<file path="src/rtl/mtf4_if.sv">
// Symbol-in / byte-out handshake bundle for the MTF-4 decoder.
// The master side belongs to the symbol source, which also drives the
// byte sink's out_ready. The slave side belongs to the decoder.
interface mtf4_if #(
    parameter int W = 8
);
    logic         sym_valid;
    logic         sym_ready;
    logic         sym_is_lit;
    logic [W-1:0] sym_lit;
    logic [1:0]   sym_idx;
    logic         out_valid;
    logic         out_ready;
    logic [W-1:0] out_data;

    modport master (
        output sym_valid, sym_is_lit, sym_lit, sym_idx, out_ready,
        input  sym_ready, out_valid, out_data
    );

    modport slave (
        input  sym_valid, sym_is_lit, sym_lit, sym_idx, out_ready,
        output sym_ready, out_valid, out_data
    );
endinterface

</file>
<file path="src/rtl/mtf4_decoder.sv">
// Move-to-front decoder for a 4-entry MRU byte table.
// Literal symbols push a new byte in at the front of the table. Index
// symbols pull an existing entry to the front. A literal that is already
// in the table is handled as a pull of that entry to the front.
// There is a single registered output stage with no skid buffer.
module mtf4_decoder #(
    parameter int W     = 8,
    parameter int CNT_W = 16
) (
    input  logic             clk,
    input  logic             rst,
    mtf4_if.slave            s,
    output logic [W-1:0]     tbl_0,
    output logic [W-1:0]     tbl_1,
    output logic [W-1:0]     tbl_2,
    output logic [W-1:0]     tbl_3,
    output logic [3:0]       tbl_valid,
    output logic             err_bad_idx,
    output logic [CNT_W-1:0] lit_cnt,
    output logic [CNT_W-1:0] hit_cnt
);

    logic [W-1:0] tbl_q   [4];
    logic [W-1:0] nxt_tbl [4];
    logic [3:0]   vld_q;
    logic [3:0]   nxt_vld;

    logic         vld_p1;
    logic [W-1:0] out_data_p1;

    logic         accept;
    logic [3:0]   match;
    logic         lit_hit;
    logic [1:0]   hit_pos;
    logic         idx_ok;
    logic [1:0]   mtf_pos;
    logic         do_push;
    logic         do_mtf;
    logic         emit;
    logic [W-1:0] emit_data;

    // Increment that stops at all-ones instead of wrapping.
    function automatic logic [CNT_W-1:0] sat_inc(input logic [CNT_W-1:0] v);
        return (&v) ? v : v + CNT_W'(1);
    endfunction

    assign s.sym_ready = !rst && (!vld_p1 || s.out_ready);
    assign accept      = s.sym_valid && s.sym_ready;

    // Only valid entries can match a literal, so stale zeros never alias a literal 0.
    assign match = {vld_q[3] && (tbl_q[3] == s.sym_lit),
                    vld_q[2] && (tbl_q[2] == s.sym_lit),
                    vld_q[1] && (tbl_q[1] == s.sym_lit),
                    vld_q[0] && (tbl_q[0] == s.sym_lit)};

    // Classify the offered symbol and pick the entry to bring to the front.
    always_comb begin
        lit_hit   = |match;
        hit_pos   = 2'd0;
        if (match[0])      hit_pos = 2'd0;
        else if (match[1]) hit_pos = 2'd1;
        else if (match[2]) hit_pos = 2'd2;
        else if (match[3]) hit_pos = 2'd3;
        idx_ok    = vld_q[s.sym_idx];
        mtf_pos   = s.sym_is_lit ? hit_pos : s.sym_idx;
        do_push   = s.sym_is_lit && !lit_hit;
        do_mtf    = s.sym_is_lit ? lit_hit : idx_ok;
        emit      = s.sym_is_lit || idx_ok;
        emit_data = s.sym_is_lit ? s.sym_lit : tbl_q[s.sym_idx];
    end

    // Next table contents: push-front for new literals, rotate-to-front for hits.
    always_comb begin
        nxt_tbl = tbl_q;
        nxt_vld = vld_q;
        if (accept && do_push) begin
            nxt_tbl[3] = tbl_q[2];
            nxt_tbl[2] = tbl_q[1];
            nxt_tbl[1] = tbl_q[0];
            nxt_tbl[0] = s.sym_lit;
            nxt_vld    = {vld_q[2:0], 1'b1};
        end else if (accept && do_mtf) begin
            nxt_tbl[0] = tbl_q[mtf_pos];
            if (mtf_pos >= 2'd1) nxt_tbl[1] = tbl_q[0];
            if (mtf_pos >= 2'd2) nxt_tbl[2] = tbl_q[1];
            if (mtf_pos == 2'd3) nxt_tbl[3] = tbl_q[2];
        end
    end

    // Table state register.
    always_ff @(posedge clk) begin
        if (rst) begin
            for (int k = 0; k < 4; k++) tbl_q[k] <= '0;
            vld_q <= 4'b0000;
        end else begin
            tbl_q <= nxt_tbl;
            vld_q <= nxt_vld;
        end
    end

    // Stage p1: output byte register, loaded only when a symbol is accepted.
    always_ff @(posedge clk) begin
        if (rst) begin
            vld_p1      <= 1'b0;
            out_data_p1 <= '0;
        end else if (accept) begin
            vld_p1 <= emit;
            if (emit) out_data_p1 <= emit_data;
        end else if (s.out_ready) begin
            vld_p1 <= 1'b0;
        end
    end

    // Sticky error flag and saturating statistics.
    always_ff @(posedge clk) begin
        if (rst) begin
            err_bad_idx <= 1'b0;
            lit_cnt     <= '0;
            hit_cnt     <= '0;
        end else if (accept) begin
            if (s.sym_is_lit)  lit_cnt     <= sat_inc(lit_cnt);
            else if (idx_ok)   hit_cnt     <= sat_inc(hit_cnt);
            else               err_bad_idx <= 1'b1;
        end
    end

    assign s.out_valid = vld_p1;
    assign s.out_data  = out_data_p1;
    assign tbl_0       = tbl_q[0];
    assign tbl_1       = tbl_q[1];
    assign tbl_2       = tbl_q[2];
    assign tbl_3       = tbl_q[3];
    assign tbl_valid   = vld_q;

endmodule

</file>
<file path="src/flat_wrapper.sv">
// flat-port wrapper written by rule: the top's interface ports become plain ports
module mtf4_decoder_flat 
#(
    parameter int W     = 8,
    parameter int CNT_W = 16
)
  (clk, rst, tbl_0, tbl_1, tbl_2, tbl_3, tbl_valid, err_bad_idx, lit_cnt, hit_cnt, s_sym_valid, s_sym_is_lit, s_sym_lit, s_sym_idx, s_out_ready, s_sym_ready, s_out_valid, s_out_data);
  mtf4_if #(.W(W)) s_i ();
  input  logic clk;
  input  logic rst;
  output logic [W-1:0] tbl_0;
  output logic [W-1:0] tbl_1;
  output logic [W-1:0] tbl_2;
  output logic [W-1:0] tbl_3;
  output logic [3:0] tbl_valid;
  output logic err_bad_idx;
  output logic [CNT_W-1:0] lit_cnt;
  output logic [CNT_W-1:0] hit_cnt;
  input wire logic [$bits(s_i.sym_valid)-1:0] s_sym_valid;
  input wire logic [$bits(s_i.sym_is_lit)-1:0] s_sym_is_lit;
  input wire logic [$bits(s_i.sym_lit)-1:0] s_sym_lit;
  input wire logic [$bits(s_i.sym_idx)-1:0] s_sym_idx;
  input wire logic [$bits(s_i.out_ready)-1:0] s_out_ready;
  output wire logic [$bits(s_i.sym_ready)-1:0] s_sym_ready;
  output wire logic [$bits(s_i.out_valid)-1:0] s_out_valid;
  output wire logic [$bits(s_i.out_data)-1:0] s_out_data;
  assign s_i.sym_valid = s_sym_valid;
  assign s_i.sym_is_lit = s_sym_is_lit;
  assign s_i.sym_lit = s_sym_lit;
  assign s_i.sym_idx = s_sym_idx;
  assign s_i.out_ready = s_out_ready;
  assign s_sym_ready = s_i.sym_ready;
  assign s_out_valid = s_i.out_valid;
  assign s_out_data = s_i.out_data;
  mtf4_decoder #(.W(W), .CNT_W(CNT_W)) u_core (.clk(clk), .rst(rst), .s(s_i), .tbl_0(tbl_0), .tbl_1(tbl_1), .tbl_2(tbl_2), .tbl_3(tbl_3), .tbl_valid(tbl_valid), .err_bad_idx(err_bad_idx), .lit_cnt(lit_cnt), .hit_cnt(hit_cnt));
endmodule
</file>
<file path="config.mk">
export PLATFORM = sky130hd
export DESIGN_NAME = mtf4_decoder_flat
export DESIGN_NICKNAME = d
export VERILOG_FILES = /design/src/rtl/mtf4_if.sv /design/src/rtl/mtf4_decoder.sv /design/src/flat_wrapper.sv
export SDC_FILE = /design/constraint.sdc
export NUM_CORES = 1
export LEC_CHECK = 0
export CORE_MARGIN = 3
export CORE_UTILIZATION = 47
export CTS_BUF_LIST = sky130_fd_sc_hd__clkbuf_4 sky130_fd_sc_hd__clkbuf_8
export CTS_CLUSTER_DIAMETER = 150
export DETAILED_ROUTE_END_ITERATION = 8
export GPL_ROUTABILITY_DRIVEN = 1
export PLACE_DENSITY = 0.83
export SLEW_MARGIN = 20
export SYNTH_ARGS = -nofsm -noshare
export SYNTH_HDL_FRONTEND = slang
export SYNTH_SLANG_ARGS = --single-unit
</file>
<file path="constraint.sdc">
create_clock -name clk -period 2.5 [get_ports clk]
set_clock_uncertainty 0.1 [all_clocks]
set_input_delay 0.375 -clock clk [delete_from_list [all_inputs] [get_ports clk]]
set_output_delay 0.375 -clock clk [all_outputs]
set_load 0.02 [all_outputs]
</file>
Word level (Yosys, flattened, before mapping)

Index checks and enable logic that the tools add are counted.

Add/sub/neg operators: 2
Multiply operators: 0
Div/mod/pow operators: 0
$lt $le $gt $ge: 5
Equal/unequal tests: 5
Shift-type cells: 0
Mux-type cells: 22
Bitwise logic cells: 6
Reduce and logical (&&, ||, !) cells: 29

Operators with widths:

| kind                                                                          | count |
|---|---|
| 32-bit 2-to-1 mux                                                             | 2 |
| 8-bit 2-to-1 mux                                                              | 8 |
| 16-bit by 1-bit adder with 16-bit output (second input constant)              | 2 |
| 8-bit binary-select mux with 2-bit select                                     | 2 |
| 8-bit equality test                                                           | 4 |
| 16-bit AND reduction                                                          | 2 |
| 2-bit 2-to-1 mux                                                              | 5 |
| 2-bit nonzero test                                                            | 5 |
| 1-bit logical AND                                                             | 9 |
| 2-bit AND reduction                                                           | 4 |
| 3-bit >= comparator (second input constant)                                   | 2 |
| 2-bit NOT with 3-bit output                                                   | 2 |
| 3-bit AND reduction                                                           | 2 |
| 1-bit 2-to-1 mux                                                              | 4 |
| 1-bit NOT                                                                     | 4 |
| 4-bit AND reduction                                                           | 1 |
| 4-bit OR reduction                                                            | 1 |
| 1-bit zero test                                                               | 3 |
| 2-bit by 3-bit less-than comparator with 1-bit output (second input constant) | 1 |
| 1-bit binary-select mux with 2-bit select                                     | 1 |
| 2-bit equality test (second input constant)                                   | 1 |
| 2-bit by 1-bit >= comparator with 1-bit output (second input constant)        | 1 |
| 2-bit >= comparator (second input constant)                                   | 1 |
| 1-bit logical OR                                                              | 2 |

Register bits after elaboration: 78
Latch bits: 0
RAM bits: 0
ROM bits: 0
Memories: 0

Logic depth before layout (Yosys ltp)

Word-level depth: 13
Mapped depth: 11
Mapped depth without buffers: 8

Worst setup path after synthesis

Ideal clock, no wire load.

Path type: in2reg
Start point: in s_sym_lit[4]
End point: reg u_core.tbl_q, in the netlist u_core.tbl_1[4]
Arrival time: 2189 ps
Required time: 2272 ps
Path slack: 83 ps
Cell stages on the path: 10
Buffers on the path: 3
Path through: buf_2 > xor2_1 > nor4_1 > nand4_1 > a31o_1 > buf_6 > o31ai_4 > buf_6 > mux2i_1 > nor2_1

Longest elaborated chain between the ends: 10

RTL lines:

| element                                        | RTL line           | source |
|---|---|---|
| start, declared                                | flat_wrapper.sv:21 | `input wire logic [$bits(s_i.sym_lit)-1:0] s_sym_lit;` |
| 8-bit equality test                            | mtf4_decoder.sv:51 | `assign match = {vld_q[3] && (tbl_q[3] == s.sym_lit),` |
| 1-bit logical AND                              | mtf4_decoder.sv:51 |  |
| 2-bit 2-to-1 mux                               | mtf4_decoder.sv:63 | `else if (match[3]) hit_pos = 2'd3;` |
| 2-bit 2-to-1 mux                               | mtf4_decoder.sv:62 | `else if (match[2]) hit_pos = 2'd2;` |
| 2-bit 2-to-1 mux                               | mtf4_decoder.sv:61 | `else if (match[1]) hit_pos = 2'd1;` |
| 2-bit 2-to-1 mux                               | mtf4_decoder.sv:60 | `if (match[0]) hit_pos = 2'd0;` |
| 2-bit 2-to-1 mux                               | mtf4_decoder.sv:65 | `mtf_pos = s.sym_is_lit ? hit_pos : s.sym_idx;` |
| 2-bit by 1-bit >= comparator with 1-bit output | mtf4_decoder.sv:84 | `if (mtf_pos >= 2'd1) nxt_tbl[1] = tbl_q[0];` |
| 2-bit nonzero test (no source line)            | n/a                |  |
| 2-bit AND reduction (no source line)           | n/a                |  |
| end signal, assigned                           | mtf4_decoder.sv:96 | `tbl_q <= nxt_tbl;` |
| end, declared                                  | mtf4_decoder.sv:23 | `logic [W-1:0] tbl_q [4];` |

Several ways; a longest one is shown, not always the timed one.
A chain may end at the register's enable or synchronous reset.

Final worst setup path

Start point: in s_sym_lit[0]
End point: reg u_core.tbl_q, in the netlist u_core.tbl_2[4]

Longest elaborated chain between the ends: 10

RTL lines:

| element                              | RTL line           | source |
|---|---|---|
| 8-bit equality test                  | mtf4_decoder.sv:51 |  |
| 1-bit logical AND                    | mtf4_decoder.sv:51 |  |
| 2-bit 2-to-1 mux                     | mtf4_decoder.sv:63 |  |
| 2-bit 2-to-1 mux                     | mtf4_decoder.sv:62 |  |
| 2-bit 2-to-1 mux                     | mtf4_decoder.sv:61 |  |
| 2-bit 2-to-1 mux                     | mtf4_decoder.sv:60 |  |
| 2-bit 2-to-1 mux                     | mtf4_decoder.sv:65 |  |
| 2-bit >= comparator                  | mtf4_decoder.sv:85 | `if (mtf_pos >= 2'd2) nxt_tbl[2] = tbl_q[1];` |
| 2-bit nonzero test (no source line)  | n/a                |  |
| 2-bit AND reduction (no source line) | n/a                |  |

Several ways; a longest one is shown, not always the timed one.

==> impl_metrics.json <==
{
  "post_synth_num_cell_types": 45,
  "syn-cell-area_sq_um": 4260,
  "timing.max_cap.violations": 0,
  "die_w_um": 101,
  "global_route.overflow_total": 0,
  "drt_pass1_iterations": 5,
  "floorplan.die.height_um": 101,
  "synth_enable_flop_cells": 0,
  "grt_setup_unrepaired": "yes",
  "postSynthNetCount": 497,
  "worst_setup_startpoint": "s_sym_lit[0]",
  "routedWlPerCell_um": 17.6,
  "pre_cts_worst_setup_slack_ps": -678,
  "period_needed_ps": 2450,
  "grt_pass1_vias": 3938,
  "setup_violations": 0,
  "hold_path_depth": 3,
  "final_cell_mix": "clkdlybuf4s50_1 (84), nor2_1 (76), dfxtp_1 (76)",
  "post-synth-top-area-cell": "dfxtp_1",
  "maxSlewViolCount": 0,
  "drive_above_1_share": 0.225,
  "groute.layer.met2.usage": 0.385,
  "finalHoldViolations": 0,
  "reg2reg_depth": 11,
  "grt_first_pass_wirelength_mm": 20.2,
  "async_flop_share": 0,
  "fp-row-count": 34,
  "synth-simple-area-share": 0.203,
  "globalRoute.busiestLayer": "met2",
  "area_of_the_multi_input_gates_sq_um": 2410,
  "fillers": 690,
  "detail_route.wirelength_mm": 12.6,
  "number_of_buffer_and_inverter_instances_along_the_worst_setup_path": 4,
  "clk_path_buf_depth": 2,
  "cp_top_family": "simple AND/OR/NAND/NOR gates",
  "starting_density": 0.486,
  "synth-warning-count": 0,
  "final.period_utilization": 0.978,
  "numCtsBuffers": 9,
  "worst_skew_pair.late_latency_ps": 360,
  "floorplan.core_area_sq_um": 8760,
  "cts.hold.buffers_added": 0,
  "reg2reg_slack_ps": 60,
  "synth-xor-area-share": 0.117,
  "power.ir.vdd_worst_mv": 0.290,
  "fmax_mhz": 409,
  "num_io_pins": 94,
  "cellLeakagePower_nw": 2.20,
  "post_drt_via_cell_ratio": 5.64,
  "post_synth_inst_count": 480,
  "post_synth_mux_area_share": 0.111,
  "drtAntennaViolNets": 0,
  "layout.nets": 616,
  "synth_area_per_cell_sq_um": 8.87,
  "synth.yosys.seq_area_share": 0.367,
  "crit_path_cell_trace": "clkdlybuf4s15_1, buf_4, xor2_1, nor3_1, nand4_1, nand4_1, or2_2, a21boi_4, buf_4, buf_12, mux2i_1, nor2_1",
  "worst_hold_endpoint": "u_core.s.out_data[6]$_SDFFE_PP0P_",
  "pwr_density_cell_nw_per_um2": 424,
  "synth-main-ff-cell": "dfxtp_1",
  "synth.top_cell.area_share": 0.367,
  "post-dp-hpwl_mm": 9.14,
  "initial_antenna_violation_count": 1,
  "vias": 4018,
  "ys_ff_latch": 78,
  "gr-usage-met3": 0.0427,
  "r2r-start": "u_core.tbl_2[5]$_SDFFE_PP0P_",
  "critical-path-slowest-cell": "or2_2",
  "grt_use_met1": 0.344,
  "post-place-cells": 690,
  "max_stage_delay_ps": 360,
  "cp.arrival_ps": 2570,
  "ff_latch_area_sq_um": 1560,
  "crit_path_start_kind": "input port",
  "worst_ep_required_time_ps": 2630,
  "floorplan.die_area_sq_um": 10200,
  "drc": 0,
  "final.hold.worst_slack_ps": 291,
  "worst_hold_path_type": "in -> reg",
  "layout_setup_ws_ps": 54.7,
  "layout_overhead_on_the_synthesized_area_pct": 36.6,
  "holdCritStartpoint": "s_sym_lit[6]",
  "worst_setup_hold_path_clk_slew_ps": 100,
  "post_synth_fa_ha_maj_area_fraction": 0.00588,
  "yosys-top-cells-area": "dfxtp_1 (37%), nor2_1 (6.8%), xor2_1 (6.0%), xnor2_1 (5.8%), mux4_2 (4.8%)",
  "clock_sinks": 78,
  "setup_tns_ps": 0,
  "run_status": "completed",
  "crit_path_max_fanout": 6,
  "cts-root-buf": "clkbuf_8",
  "r2r_end": "u_core.tbl_2[4]$_SDFFE_PP0P_",
  "synthesized_area_fraction_occupied_by_ao_oa_aoi_and_oai_cells": 0.111,
  "drt-initial-drc-count": 301,
  "crit_path_end_kind": "flip-flop",
  "tightest_slew_ps": 644,
  "place.gp.congestion": 0.936,
  "grt_usage": 0.246,
  "synth_top_family_by_area": "simple AND/OR/NAND/NOR gates",
  "path_class": "in -> reg",
  "grt_max_degree": 67,
  "instances_no_fill": 713,
  "layout.cells.most_common": "clkdlybuf4s50_1",
  "htree_num_levels": 3,
  "slew-limit-headroom": 0.571,
  "count_of_input_and_output_buffers": 93,
  "cts_tree": "done"
}
how the worst max path moves through the flow:
stage / cells past startpoint / slack, ps / to
2_1_floorplan: 10 / 80 / u_core.tbl_1[4]$_SDFFE_PP0P_
3_3_place_gp: 9 / -630 / u_core.tbl_0[7]$_SDFFE_PP0P_
3_5_place_dp: 9 / -680 / u_core.tbl_0[7]$_SDFFE_PP0P_
4_1_cts: 11 / 10 / u_core.tbl_2[1]$_SDFFE_PP0P_
5_1_grt: 10 / -50 / u_core.tbl_2[0]$_SDFFE_PP0P_
6_report: 12 / 50 / u_core.tbl_2[4]$_SDFFE_PP0P_
routing by layer:
layer | share of wire | vias to the layer above
li1 | - | 1880
met1 | 0.44 | 1949
met2 | 0.48 | 159
met3 | 0.058 | 30
met4 | 0.023 | 0
met5 | 0 | -
report_power, final:
| group | leakage, nW | total [mW] | internal, mW | switching [mW] |
|---|---|---|---|---|
| sequential | 0.631 | 1.26 | 1.25 | 0.00948 |
| clock | 0.0936 | 0.921 | 0.383 | 0.538 |
| combinational | 1.47 | 0.283 | 0.127 | 0.155 |
| total | 2.20 | 2.47 | 1.76 | 0.703 |
logic make-up (layout without fill, tap and decap cells):
group                    after synthesis  count (layout)
multiplexers                          35              35
AO/OA/AOI/OAI                         62              62
other                                  0               1
buffers and inverters                 61             185
adder cells (fa/ha/maj)                2               2
flip-flops                            78              78
AND/OR/NAND/NOR                      185             185
XOR/XNOR                              57              57
metrics by stage:
step	instance area, sq um	util	total power, mW
after floorplan	4260	-	1.45
after global placement	5480	0.625	1.56
after detailed placement	5480	0.625	1.56
after CTS	5770	0.659	2.46
after global routing	5810	0.663	2.55
final	5810	0.663	2.47
flip-flops by register name (all words and copies together) (netlist names), 4 cells and up:
register	flops
u_core.lit_cnt	16
u_core.tbl_1	8
u_core.tbl_2	8
u_core.hit_cnt	16
u_core.tbl_0	8
u_core.tbl_3	8
u_core.tbl_valid	4
u_core.s.out_data	8
area by class of cell:
cell class	count	area share
multi-input combinational	341	0.414
tap	108	0.0232
timing repair buffer	162	0.256
clock buffer	9	0.0213
clock inverter	7	0.0116
inverter	7	0.00452
antenna	1	0.000430
sequential	78	0.269
cells in the mapped netlist, types with 2 or more instances:
cell type	count
nand3_1	13
mux2i_1	18
xor2_1	29
mux4_2	9
a311oi_1	8
and4_1	3
nor4_1	3
o21ai_0	5
a221oi_1	8
a31o_2	8
nor2b_1	2
a21oi_1	16
xnor2_1	28
mux2_2	8
nor3_1	7
buf_6	3
nand3b_1	8
nand2_1	39
dfxtp_1	78
nand2b_1	9
inv_1	6
buf_2	10
nor2_1	77
nand4_1	12
ha_1	2
clkbuf_1	14
o31ai_1	8
or3_1	7
buf_4	26
what timing repair did:
item / in CTS / in global routing
pin swaps: 2 / 8
cloned: 2 / 0
setup buffers: 1 / 3
resized for setup: 18 / 19
endpoints found under the setup margin: 32 / 36
worst register-to-register path, delay by kind of cell (launching register included):
family | cells | cell delay [ps]
mux | 1 | 220
xor+xnor | 1 | 160
compound gates | 3 | 580
simple gates | 3 | 510
buf+inv | 3 | 400
flops | 1 | 340
Power figures use the tool's default switching activity.
